**config.mk**
```make
export PLATFORM = sky130hd
export DESIGN_NAME = approx_add_err_monitor_flat
export DESIGN_NICKNAME = d
export VERILOG_FILES = /design/src/rtl/approx_pkg.sv /design/src/rtl/approx_add_err_monitor_if.sv /design/src/rtl/approx_xor_adder.sv /design/src/rtl/cxor.sv /design/src/rtl/approx_add_err_monitor.sv /design/src/flat_wrapper.sv
export SDC_FILE = /design/constraint.sdc
export NUM_CORES = 1
export LEC_CHECK = 0
export ABC_AREA = 1
export ABC_CLOCK_PERIOD_IN_PS = 5200
export CORE_ASPECT_RATIO = 0.7
export CORE_MARGIN = 5
export CORE_UTILIZATION = 59
export CTS_CLUSTER_SIZE = 16
export DETAILED_ROUTE_END_ITERATION = 10
export PLACE_DENSITY = 0.87
export SKIP_LAST_GASP = 1
export SYNTH_ARGS = -nofsm -noshare
export SYNTH_HDL_FRONTEND = slang
export SYNTH_SLANG_ARGS = --single-unit
```
**constraint.sdc**
```tcl
create_clock -name clk -period 5.2 [get_ports clk]
set_input_delay 1.04 -clock clk [delete_from_list [all_inputs] [get_ports clk]]
set_output_delay 1.04 -clock clk [all_outputs]
set_load 0.02 [all_outputs]
```
**src/rtl/approx_pkg.sv**
```systemverilog
// rtl/approx_pkg.sv - shared state encoding and reference approximate-sum function
package approx_pkg;

    typedef enum logic [1:0] {
        IDLE  = 2'd0,
        RUN   = 2'd1,
        DRAIN = 2'd2,
        DONE  = 2'd3
    } state_t;

    localparam int MAX_W = 64;

    // Low k bits are carry-less XOR; bits k..n-1 form an exact ripple add
    // starting with carry 0; bit n holds the final carry.
    function automatic logic [MAX_W:0] approx_xor_sum(
        input logic [MAX_W-1:0] a,
        input logic [MAX_W-1:0] b,
        input int               n,
        input int               k
    );
        logic [MAX_W:0] s;
        logic           c;
        s = '0;
        c = 1'b0;
        for (int i = 0; i < MAX_W; i++) begin
            if (i < n) begin
                if (i < k) begin
                    s[i] = a[i] ^ b[i];
                end else begin
                    s[i] = a[i] ^ b[i] ^ c;
                    c    = (a[i] & b[i]) | (c & (a[i] ^ b[i]));
                end
            end
        end
        s = s | ((MAX_W+1)'(c) << n);
        return s;
    endfunction

endpackage

```
**src/rtl/approx_add_err_monitor_if.sv**
```systemverilog
// rtl/approx_add_err_monitor_if.sv - operand stream and per-sample result bundle
interface approx_add_err_monitor_if #(
    parameter int N = 8
);
    logic         in_valid;
    logic         in_ready;
    logic [N-1:0] a;
    logic [N-1:0] b;
    logic         out_valid;
    logic [N:0]   exact_sum;
    logic [N:0]   approx_sum;
    logic [N:0]   ed;

    modport master (
        output in_valid, a, b,
        input  in_ready, out_valid, exact_sum, approx_sum, ed
    );

    modport slave (
        input  in_valid, a, b,
        output in_ready, out_valid, exact_sum, approx_sum, ed
    );
endinterface

```
**src/rtl/approx_xor_adder.sv**
```systemverilog
// rtl/approx_xor_adder.sv - combinational K-bit-XOR approximate adder
module approx_xor_adder #(
    parameter int N = 8,
    parameter int K = 4
) (
    input  logic [N-1:0] a,
    input  logic [N-1:0] b,
    output logic [N:0]   sum
);
    generate
        if (K == 0) begin : g_exact
            assign sum = {1'b0, a} + {1'b0, b};
        end else begin : g_approx
            logic [K-1:0] lo;
            for (genvar i = 0; i < K; i++) begin : g_cxor
                cxor u_cxor (.x(a[i]), .y(b[i]), .z(lo[i]));
            end
            if (K == N) begin : g_all_xor
                assign sum = {1'b0, lo};
            end else begin : g_hi
                // Upper part adds with carry-in 0: the low carry is dropped.
                logic [N-K:0] hi;
                assign hi  = {1'b0, a[N-1:K]} + {1'b0, b[N-1:K]};
                assign sum = {hi, lo};
            end
        end
    endgenerate
endmodule

```
**src/rtl/cxor.sv**
```systemverilog
// rtl/cxor.sv - carry-less XOR cell used for the approximated low bits
module cxor (
    input  logic x,
    input  logic y,
    output logic z
);
    assign z = x ^ y;
endmodule

```
**src/rtl/approx_add_err_monitor.sv**
```systemverilog
// rtl/approx_add_err_monitor.sv - approximate-adder error-distance monitor with run statistics
module approx_add_err_monitor
    import approx_pkg::*;
#(
    parameter int N     = 8,
    parameter int K     = 4,
    parameter int CNT_W = 16,
    parameter int ACC_W = 32
) (
    input  logic                 clk,
    input  logic                 rst,
    input  logic                 start,
    input  logic [CNT_W-1:0]     num_samples,
    approx_add_err_monitor_if.slave bus,
    output logic [CNT_W-1:0]     sample_cnt,
    output logic [CNT_W-1:0]     err_cnt,
    output logic [ACC_W-1:0]     ed_sum,
    output logic [N:0]           ed_max,
    output logic                 busy,
    output logic                 done
);
    localparam int SUM_W = ((ACC_W > N + 1) ? ACC_W : N + 1) + 1;
    localparam logic [SUM_W-1:0] ACC_MAX = SUM_W'({ACC_W{1'b1}});

    state_t             state, state_nxt;
    logic [CNT_W-1:0]   num_q, num_nxt;
    logic [CNT_W-1:0]   acc_q, acc_nxt;
    logic               in_ready_q, in_ready_nxt;
    logic               clr_stats;
    logic               xfer;

    logic               s1_valid;
    logic [N-1:0]       s1_a, s1_b;

    logic [N:0]         approx_c, exact_c, ed_c;
    logic               out_valid_q;
    logic [N:0]         exact_q, approx_q, ed_q;

    logic [CNT_W-1:0]   sample_cnt_q, err_cnt_q;
    logic [ACC_W-1:0]   ed_sum_q, ed_sum_nxt;
    logic [N:0]         ed_max_q;
    logic [SUM_W-1:0]   sum_wide;

    assign xfer = bus.in_valid && in_ready_q;

    // Next state, run length latch, accepted count and registered in_ready
    always_comb begin
        state_nxt = state;
        num_nxt   = num_q;
        acc_nxt   = acc_q;
        clr_stats = 1'b0;
        case (state)
            IDLE, DONE: begin
                if (start) begin
                    num_nxt   = num_samples;
                    acc_nxt   = '0;
                    clr_stats = 1'b1;
                    state_nxt = (num_samples == '0) ? DONE : RUN;
                end
            end
            RUN: begin
                if (xfer) begin
                    acc_nxt = acc_q + 1'b1;
                end
                if (acc_nxt == num_q) begin
                    state_nxt = DRAIN;
                end
            end
            DRAIN: begin
                if (sample_cnt_q == num_q) begin
                    state_nxt = DONE;
                end
            end
            default: state_nxt = IDLE;
        endcase
        in_ready_nxt = (state_nxt == RUN) && (acc_nxt < num_nxt);
    end

    // Control state register
    always_ff @(posedge clk) begin
        if (rst) begin
            state      <= IDLE;
            num_q      <= '0;
            acc_q      <= '0;
            in_ready_q <= 1'b0;
        end else begin
            state      <= state_nxt;
            num_q      <= num_nxt;
            acc_q      <= acc_nxt;
            in_ready_q <= in_ready_nxt;
        end
    end

    // S1: capture the accepted operand pair
    always_ff @(posedge clk) begin
        if (rst) begin
            s1_valid <= 1'b0;
            s1_a     <= '0;
            s1_b     <= '0;
        end else begin
            s1_valid <= xfer;
            if (xfer) begin
                s1_a <= bus.a;
                s1_b <= bus.b;
            end
        end
    end

    approx_xor_adder #(.N(N), .K(K)) u_adder (
        .a   (s1_a),
        .b   (s1_b),
        .sum (approx_c)
    );

    assign exact_c = {1'b0, s1_a} + {1'b0, s1_b};
    assign ed_c    = exact_c - approx_c;

    // S2: register per-sample results; they hold while no new sample arrives
    always_ff @(posedge clk) begin
        if (rst) begin
            out_valid_q <= 1'b0;
            exact_q     <= '0;
            approx_q    <= '0;
            ed_q        <= '0;
        end else begin
            out_valid_q <= s1_valid;
            if (s1_valid) begin
                exact_q  <= exact_c;
                approx_q <= approx_c;
                ed_q     <= ed_c;
            end
        end
    end

    assign sum_wide   = SUM_W'(ed_sum_q) + SUM_W'(ed_q);
    assign ed_sum_nxt = (sum_wide > ACC_MAX) ? '1 : sum_wide[ACC_W-1:0];

    // Run statistics, folded in the cycle after each out_valid
    always_ff @(posedge clk) begin
        if (rst || clr_stats) begin
            sample_cnt_q <= '0;
            err_cnt_q    <= '0;
            ed_sum_q     <= '0;
            ed_max_q     <= '0;
        end else if (out_valid_q) begin
            sample_cnt_q <= sample_cnt_q + 1'b1;
            err_cnt_q    <= err_cnt_q + CNT_W'(ed_q != '0);
            ed_sum_q     <= ed_sum_nxt;
            if (ed_q > ed_max_q) begin
                ed_max_q <= ed_q;
            end
        end
    end

    assign bus.in_ready   = in_ready_q;
    assign bus.out_valid  = out_valid_q;
    assign bus.exact_sum  = exact_q;
    assign bus.approx_sum = approx_q;
    assign bus.ed         = ed_q;

    assign sample_cnt = sample_cnt_q;
    assign err_cnt    = err_cnt_q;
    assign ed_sum     = ed_sum_q;
    assign ed_max     = ed_max_q;
    assign busy       = (state == RUN) || (state == DRAIN);
    assign done       = (state == DONE);
endmodule

```
**src/flat_wrapper.sv**
```systemverilog
// flat-port wrapper written by rule: the top's interface ports become plain ports
module approx_add_err_monitor_flat import approx_pkg::*;
#(
    parameter int N     = 8,
    parameter int K     = 4,
    parameter int CNT_W = 16,
    parameter int ACC_W = 32
)
  (clk, rst, start, num_samples, sample_cnt, err_cnt, ed_sum, ed_max, busy, done, bus_in_valid, bus_a, bus_b, bus_in_ready, bus_out_valid, bus_exact_sum, bus_approx_sum, bus_ed);
  approx_add_err_monitor_if #(.N(N)) bus_i ();
  input  logic clk;
  input  logic rst;
  input  logic start;
  input  logic [CNT_W-1:0] num_samples;
  output logic [CNT_W-1:0] sample_cnt;
  output logic [CNT_W-1:0] err_cnt;
  output logic [ACC_W-1:0] ed_sum;
  output logic [N:0] ed_max;
  output logic busy;
  output logic done;
  input wire logic [$bits(bus_i.in_valid)-1:0] bus_in_valid;
  input wire logic [$bits(bus_i.a)-1:0] bus_a;
  input wire logic [$bits(bus_i.b)-1:0] bus_b;
  output wire logic [$bits(bus_i.in_ready)-1:0] bus_in_ready;
  output wire logic [$bits(bus_i.out_valid)-1:0] bus_out_valid;
  output wire logic [$bits(bus_i.exact_sum)-1:0] bus_exact_sum;
  output wire logic [$bits(bus_i.approx_sum)-1:0] bus_approx_sum;
  output wire logic [$bits(bus_i.ed)-1:0] bus_ed;
  assign bus_i.in_valid = bus_in_valid;
  assign bus_i.a = bus_a;
  assign bus_i.b = bus_b;
  assign bus_in_ready = bus_i.in_ready;
  assign bus_out_valid = bus_i.out_valid;
  assign bus_exact_sum = bus_i.exact_sum;
  assign bus_approx_sum = bus_i.approx_sum;
  assign bus_ed = bus_i.ed;
  approx_add_err_monitor #(.N(N), .K(K), .CNT_W(CNT_W), .ACC_W(ACC_W)) u_core (.clk(clk), .rst(rst), .start(start), .num_samples(num_samples), .bus(bus_i), .sample_cnt(sample_cnt), .err_cnt(err_cnt), .ed_sum(ed_sum), .ed_max(ed_max), .busy(busy), .done(done));
endmodule
```
==> key figures, run 1 <==
Run status
  – Outcome: finished, final reports clean

Final layout
  – Post-route insts no fill: 1576
  – Fillers: 1187
  – Inserted Diodes: 0
  – Commonest non-fill, non-tap cell in the layout: nand2_1
  – Final Cell Area: 10800 sq um
  – Layout area overhead: 23.4%
  – Final #Nets: 1462
  – Share of cells above drive strength 1: 0.0630
  – Commonest cells after routing, fill and taps aside: 245 x nand2_1, 150 x dfxtp_1, 145 x inv_1, 137 x clkdlybuf4s50_1, 133 x nor2_1

Placed design
  – Placed Cells: 1544
  – GPL Wtd Cong: 0.967
  – Buffers on Ports: 137
  – DP Wirelength: 18300 microns
  – Placed inst area: 10200 sq um

Synth
  – Synth Instances: 1243
  – Synth top area cells: dfxtp_1 34%, nand2_1 11%, ha_1 8.0%, inv_1 6.2%, a21oi_1 6.0%
  – Async set-or-reset flop fraction in the synthesized netlist: 0
  – Synth top area share: 0.343
  – Average instance area after synthesis: 7.03 sq um
  – #FFs+latches synth: 150
  – Unique masters post-synth: 51
  – Sequential fraction of the synthesis area: 0.343
  – Warnings from Yosys: 0
  – Area leader, netlist: dfxtp_1
  – EDFF count, synth: 0
  – Predominant post-synthesis flop cell: dfxtp_1
  – Netlist Area Pre-Place: 8740 sq um

Timing
  – Setup-failing EPs final: 0
  – Fin crit period: 3.49 ns
  – Slew Limit Headroom: 0.346
  – Unrepaired setup endpoints after global routing: false
  – Final Max Tran Viols: 0
  – Crit share post-route: 0.672
  – Final setup TNS: 0 ns
  – Skew final: 0.0173 ns
  – Slew @ Worst Pin: 0.978 ns
  – Final Hold Fails: 0
  – Worst hold margin: 0.472 ns
  – Maximum clock rate: 0.286 GHz

GRT
  – First-pass GRT wire length: 40500 microns
  – Aggregate global routing overflow: 0
  – GRT Util Overall: 0.281
  – Vias in the first global route: 8241
  – Initial antenna violation count: 0
  – Largest net degree at the start of global routing: 47

Routing
  – DR WL/cell: 15.8 microns
  – Post-DRT Antenna Nets: 0
  – First-pass iteration count of the detailed router: 6
  – Remaining DRCs: 0
  – DRT Wirelength: 25000 microns
  – Vias per cell: 5.62
  – Via count: 8853
  – Initial drt markers: 895

Setup path
  – CP Launch Point: bus_in_valid
  – Worst path top cell family by delay: buffers and inverters
  – Critical path fanouts, max: 26
  – Critical setup path kind: input pin to register
  – Reg-to-reg slack, setup: 2.01 ns
  – WP data required: 5.55 ns
  – CP bufs+invs: 2
  – R2R Path Start: u_core.state[0]
  – CP max-delay cell: clkdlybuf4s50_1
  – CP arrival: 3.85 ns
  – Worst-path cell chain: clkdlybuf4s50_1 -> nand2_4 -> inv_2 -> nand3_1 -> nand2_1 -> nand2_1 -> o22ai_1 -> ha_1 -> a21oi_1 -> nor2_1 -> a211oi_1 -> o221ai_1 -> a21oi_1 -> nand3_1 -> nor2_1
  – CP max stage delay: 0.54 ns
  – Crit path launch type: input pin
  – Crit. End Element: register

Power and ir drop
  – Power per standard cell area: 273 nW/um^2
  – Pleak: 4.45 nW
  – IR drop worst, VDD: 0.221 mV
  – Total Power: 0.00294 W

Min path
  – Min-delay src: u_core.ed_sum[0]
  – Tightest Hold Check Type: register to register

Clock network
  – Total clock buffers created by CTS: 17
  – CTS tree: done
  – Post-CTS Resized: 0
  – Hold Buf Count CTS: 0
  – Clk pin slew, worst setup/hold paths: 0.06 ns
  – Clock root cell: clkbuf_16
  – Post-CTS setup buffer count: 0
  – Clk buf depth: 2
  – Clk Latency, worst-skew pair: 0.42 ns
  – Clk sinks: 150
  – H-tree depth: 4

Floorplan
  – Io pins: 140
  – Die area: 17400 sq um
  – FP Rows: 37
  – Die Ht: 112 microns
  – Die Wd: 155 microns
  – Core ar.: 14600 sq um
  – Initial Util: 0.598

Run
  – Max_cap viols: 0
cells by family (layout without fill, tap and decap cells):
kind of cell,count (synthesis),count (layout),synth area share
fa+ha+maj,58,58,0.0847
xor+xnor,53,53,0.0557
other cells,1,2,0.000429
compound gates,253,253,0.157
buf+inv,188,325,0.0854
mux,1,1,0.00115
flops,150,150,0.343
simple gates,539,539,0.272
power breakdown:
| group | leakage, nW | total (W) | internal (W) | switching, W |
|---|---|---|---|---|
| logic | 2.97 | 0.000531 | 0.000208 | 0.000323 |
| clock network | 0.260 | 0.00117 | 0.000637 | 0.000534 |
| registers | 1.22 | 0.00124 | 0.00119 | 0.0000488 |
per-layer routing:
layer | vias to the layer above | GRT usage | wire length (microns)
li1 | 4360 | - | -
met1 | 4051 | 0.413 | 11500
met2 | 407 | 0.428 | 10900
met3 | 35 | 0.0493 | 2320
met4 | 0 | 0.0665 | 314
met5 | - | 0 | 0
path summary, 6_finish.rpt:
check | to | cells after the start
worst min-delay path | u_core.ed_sum[0] | 1
worst max-delay path | u_core.bus.in_ready | 15
worst min register to register | u_core.ed_sum[0] | 1
worst max register to register | u_core.bus.in_ready | 12
per-stage QoR:
step           utilization  setup WS, ns
4_1_cts              0.737          1.78
6_report             0.737          1.71
3_3_place_gp         0.699          1.43
3_5_place_dp         0.699          1.38
2_1_floorplan            -          2.43
5_1_grt              0.737          1.42
cells in the mapped netlist (3+ instances only):
cell      count
a21o_1        3
a21oi_1     105
a31oi_1       6
buf_1         4
buf_4         5
buf_6         3
clkbuf_1     26
dfxtp_1     150
ha_1         56
inv_1       145
inv_2         4
nand2_1     245
nand2_2      10
nand3_1      54
nand3b_1      4
nand4_1      18
nor2_1      134
nor2_2        9
nor2_4        5
nor3_1       32
nor4_1       11
o211ai_1      5
o21ai_0     104
o21ai_1       5
o21bai_2      3
o22ai_1       8
or2_2         6
xnor2_1      18
xor2_1       33
state kept, by name (all words and copies together), names as in the netlist, 8 cells and up:
name	flops
u_core.sample_cnt	16
u_core.bus.ed	8
u_core.ed_max	8
u_core.bus.approx_sum	8
u_core.err_cnt	16
u_core.s1_b	8
u_core.bus.exact_sum	9
u_core.s1_a	8
u_core.num_q	16
u_core.acc_q	16
u_core.ed_sum	32
layout make-up:
class | instances | area [sq um] | area share
inverters | 150 | 563 | 0.0522
well taps | 195 | 244 | 0.0226
repair buffers | 143 | 1420 | 0.131
clock buffers | 19 | 443 | 0.0411
flip-flops and latches | 150 | 3000 | 0.278
clock inverters | 13 | 116 | 0.0108
multi-input cells | 906 | 5000 | 0.464
(Power assumes the default switching activity.)
==> run 2, diff against run 1 <==
--- a/config.mk
+++ b/config.mk
@@ -6,13 +6,13 @@
 export NUM_CORES = 1
 export LEC_CHECK = 0
 export ABC_AREA = 1
-export ABC_CLOCK_PERIOD_IN_PS = 5200
+export ABC_CLOCK_PERIOD_IN_PS = 2800
 export CORE_ASPECT_RATIO = 0.7
 export CORE_MARGIN = 5
-export CORE_UTILIZATION = 59
+export CORE_UTILIZATION = 49
 export CTS_CLUSTER_SIZE = 16
 export DETAILED_ROUTE_END_ITERATION = 10
-export PLACE_DENSITY = 0.87
+export PLACE_DENSITY = 0.77
 export SKIP_LAST_GASP = 1
 export SYNTH_ARGS = -nofsm -noshare
 export SYNTH_HDL_FRONTEND = slang
==> constraint.sdc (replaced) <==
create_clock -name clk -period 2.8 [get_ports clk]
set_input_delay 0.56 -clock clk [delete_from_list [all_inputs] [get_ports clk]]
set_output_delay 0.56 -clock clk [all_outputs]
set_load 0.02 [all_outputs]
==> key figures, run 2 (same netlist as run 1, synthesis figures left out) <==
Placed design
  – GPL Wtd Cong: 0.959
  – Placed inst area: 10700 sq um
  – DP Wirelength: 19400 microns
  – Buffers on Ports: 137

Routing
  – DRT Wirelength: 26100 microns
  – Via count: 9006
  – First-pass iteration count of the detailed router: 5
  – Post-DRT Antenna Nets: 0
  – Vias per cell: 5.39
  – DR WL/cell: 15.6 microns
  – Initial drt markers: 822
  – Remaining DRCs: 0

Power and ir drop
  – Sw frac: 0.295
  – Power per standard cell area: 508 nW/um^2
  – Int Pwr: 0.00409 W
  – Clock Power Share: 0.412
  – Pleak: 4.78 nW
  – Sw Pwr: 0.00172 W
  – Combinational fraction of design power: 0.191
  – IR drop worst, VDD: 0.315 mV
  – Seq pwr share: 0.397

Floorplan
  – Die Wd: 170 microns
  – Die Ht: 122 microns
  – Initial Util: 0.505
  – Core ar.: 17300 sq um
  – Io pins: 140
  – FP Rows: 40
  – Die area: 20700 sq um

Setup path
  – CP max-delay cell: clkdlybuf4s50_1
  – Cell mode on critical path: nand2_1
  – Crit. End Element: register
  – Critical setup path kind: input pin to register
  – R2R Path Start: u_core.acc_q[0]
  – Critical path fanouts, max: 8
  – CP max stage delay: 0.52 ns
  – WP data required: 3.16 ns
  – CP bufs+invs: 1
  – Worst path top cell family by delay: simple AND/OR/NAND/NOR gates
  – CP arrival: 3.03 ns
  – Crit path launch type: input pin
  – Worst-path cell chain: clkdlybuf4s50_1 -> nand2_4 -> nor3_4 -> nand2_1 -> nand2_1 -> nand2_1 -> nand2_1 -> nand2_1 -> ha_1 -> nand2_1 -> nor2_1 -> a211oi_1 -> o221ai_1 -> a21oi_1 -> nand3_1 -> nor2_1
  – Reg2reg end: u_core.bus.in_ready
  – Reg-to-reg slack, setup: 0.16 ns
  – R2R depth: 15

Final layout
  – Commonest non-fill, non-tap cell in the layout: nand2_1
  – Inserted Diodes: 0
  – Commonest cells after routing, fill and taps aside: 245 x nand2_1, 146 x dfxtp_1, 145 x inv_1, 136 x clkdlybuf4s50_1, 133 x nor2_1
  – Max FFs per register: 32
  – Final Cell Area: 11400 sq um
  – Post-layout util: 0.660
  – Share of cells above drive strength 1: 0.115
  – Final #Nets: 1521
  – Layout area overhead: 30.8%

GRT
  – Vias in the first global route: 8226
  – First-pass GRT wire length: 41400 microns
  – Initial antenna violation count: 0
  – Aggregate global routing overflow: 0
  – GR Util met1: 0.369
  – Met3 Usage GRT: 0.0551
  – Largest net degree at the start of global routing: 38
  – GRT Util Overall: 0.247
  – GRT met2 Usage: 0.362
  – Top Usage Layer GRT: met1

Min path
  – Tightest Hold Check Type: register to register
  – Hold path cells: 1
  – Min-delay src: u_core.ed_sum[0]
  – Hold EP: u_core.ed_sum[0]

Timing
  – Fin crit period: 2.67 ns
  – Maximum clock rate: 0.375 GHz
  – Crit share post-route: 0.953
  – Slew Limit Headroom: 0.459
  – Final Hold Fails: 0
  – Setup-failing EPs final: 0
  – Slew @ Worst Pin: 0.811 ns
  – Final setup TNS: 0 ns
  – Skew final: 0.0114 ns
  – Final Max Tran Viols: 0

Clock network
  – CTS tree: done
  – Clk Latency, worst-skew pair: 0.43 ns
  – Total clock buffers created by CTS: 17
  – Clock root cell: clkbuf_16
  – Clk buf depth: 2
  – H-tree depth: 4
  – Clk sinks: 150
  – Clk pin slew, worst setup/hold paths: 0.06 ns

Run
  – Max_cap viols: 0

Run status
  – Outcome: finished, final reports clean
==> run 2: changes by cell type in the layout (fill, tap and decap cells not counted), moves of 4 or more <==
cell and change:
buf_4 +56, o21ai_0 -6, dfxtp_1 -4, dfxtp_2 +4, ha_1 -5
==> run 2: layer usage <==
| layer | share of wire | wire length, microns |
|---|---|---|
| met5 | 0 | 0 |
| met3 | 0.081 | 2110 |
| met2 | 0.42 | 11000 |
| met4 | 0.0068 | 178 |
| met1 | 0.49 | 12800 |
==> run 2: power by group through the flow <==
stage	combinational [W]	sequential [W]	clock (W)
2_1_floorplan	0.000636	0.00236	0
3_3_place_gp	0.00101	0.00235	0
3_5_place_dp	0.00103	0.00235	0
4_1_cts	0.00105	0.00230	0.00241
5_1_grt	0.00123	0.00232	0.00251
6_report	0.00111	0.00231	0.00239
==> run 2: how the worst max path moves through the flow <==
stage,start,endpoint,slack [ns],depth (start not counted)
floorplan,u_core.s1_b[0],u_core.bus.ed[7],0.32,15
global placement,bus_in_valid,u_core.bus.in_ready,-0.12,15
detailed placement,bus_in_valid,u_core.bus.in_ready,-0.22,15
CTS,u_core.state[0],u_core.bus.in_ready,0.02,13
global route,u_core.s1_b[2],u_core.bus.ed[8],-0.04,13
finish,bus_in_valid,u_core.bus.in_ready,0.13,16
==> run 2: layout make-up <==
class / instances / area, sq um
clock buffer: 18 / 429
timing repair buffer: 202 / 1880
sequential: 150 / 3010
multi-input combinational: 906 / 5090
tap: 231 / 289
inverter: 150 / 566
clock inverter: 13 / 170
fill: 1524 / 5880
==> run 2: worst register-to-register path, cell delays in order, from the launching register on <==
cell      delay [ns]
dfxtp_2         0.39
ha_2            0.23
nand3_1         0.19
nor2_2          0.22
nand3_1         0.12
nand2_1         0.10
nand2_1         0.07
o22ai_2         0.14
ha_1            0.26
nand2_1         0.08
nor2_1          0.05
a211oi_1        0.22
o221ai_1        0.16
a21oi_1         0.18
nand3_1         0.09
nor2_1          0.09
==> run 2: through the flow <==
step           setup WS [ns]  hold slack, ns  instances  power [W]
6_report               0.131           0.465       1670    0.00581
5_1_grt              -0.0352           0.511       1670    0.00606
4_1_cts               0.0192           0.470       1666    0.00576
3_5_place_dp          -0.222           0.456       1635    0.00338
3_3_place_gp          -0.115           0.450       1635    0.00336
2_1_floorplan          0.318           0.459       1244    0.00299
==> run 2: timing repair <==
action | 4_1_cts | 5_1_grt
hold buffers | 0 | 0
buffers inserted | 0 | 4
setup endpoints to repair | 2 | 4
resized for setup | 2 | 27
pin swaps | 0 | 5
==> run 3, diff against run 2 <==
--- a/config.mk
+++ b/config.mk
@@ -10,6 +10,7 @@
 export CORE_ASPECT_RATIO = 0.7
 export CORE_MARGIN = 5
 export CORE_UTILIZATION = 49
+export CTS_CLUSTER_DIAMETER = 30
 export CTS_CLUSTER_SIZE = 16
 export DETAILED_ROUTE_END_ITERATION = 10
 export PLACE_DENSITY = 0.77
==> results of run 3 <==
No change in the layout: final DEF, timing and power equal those of run 2.
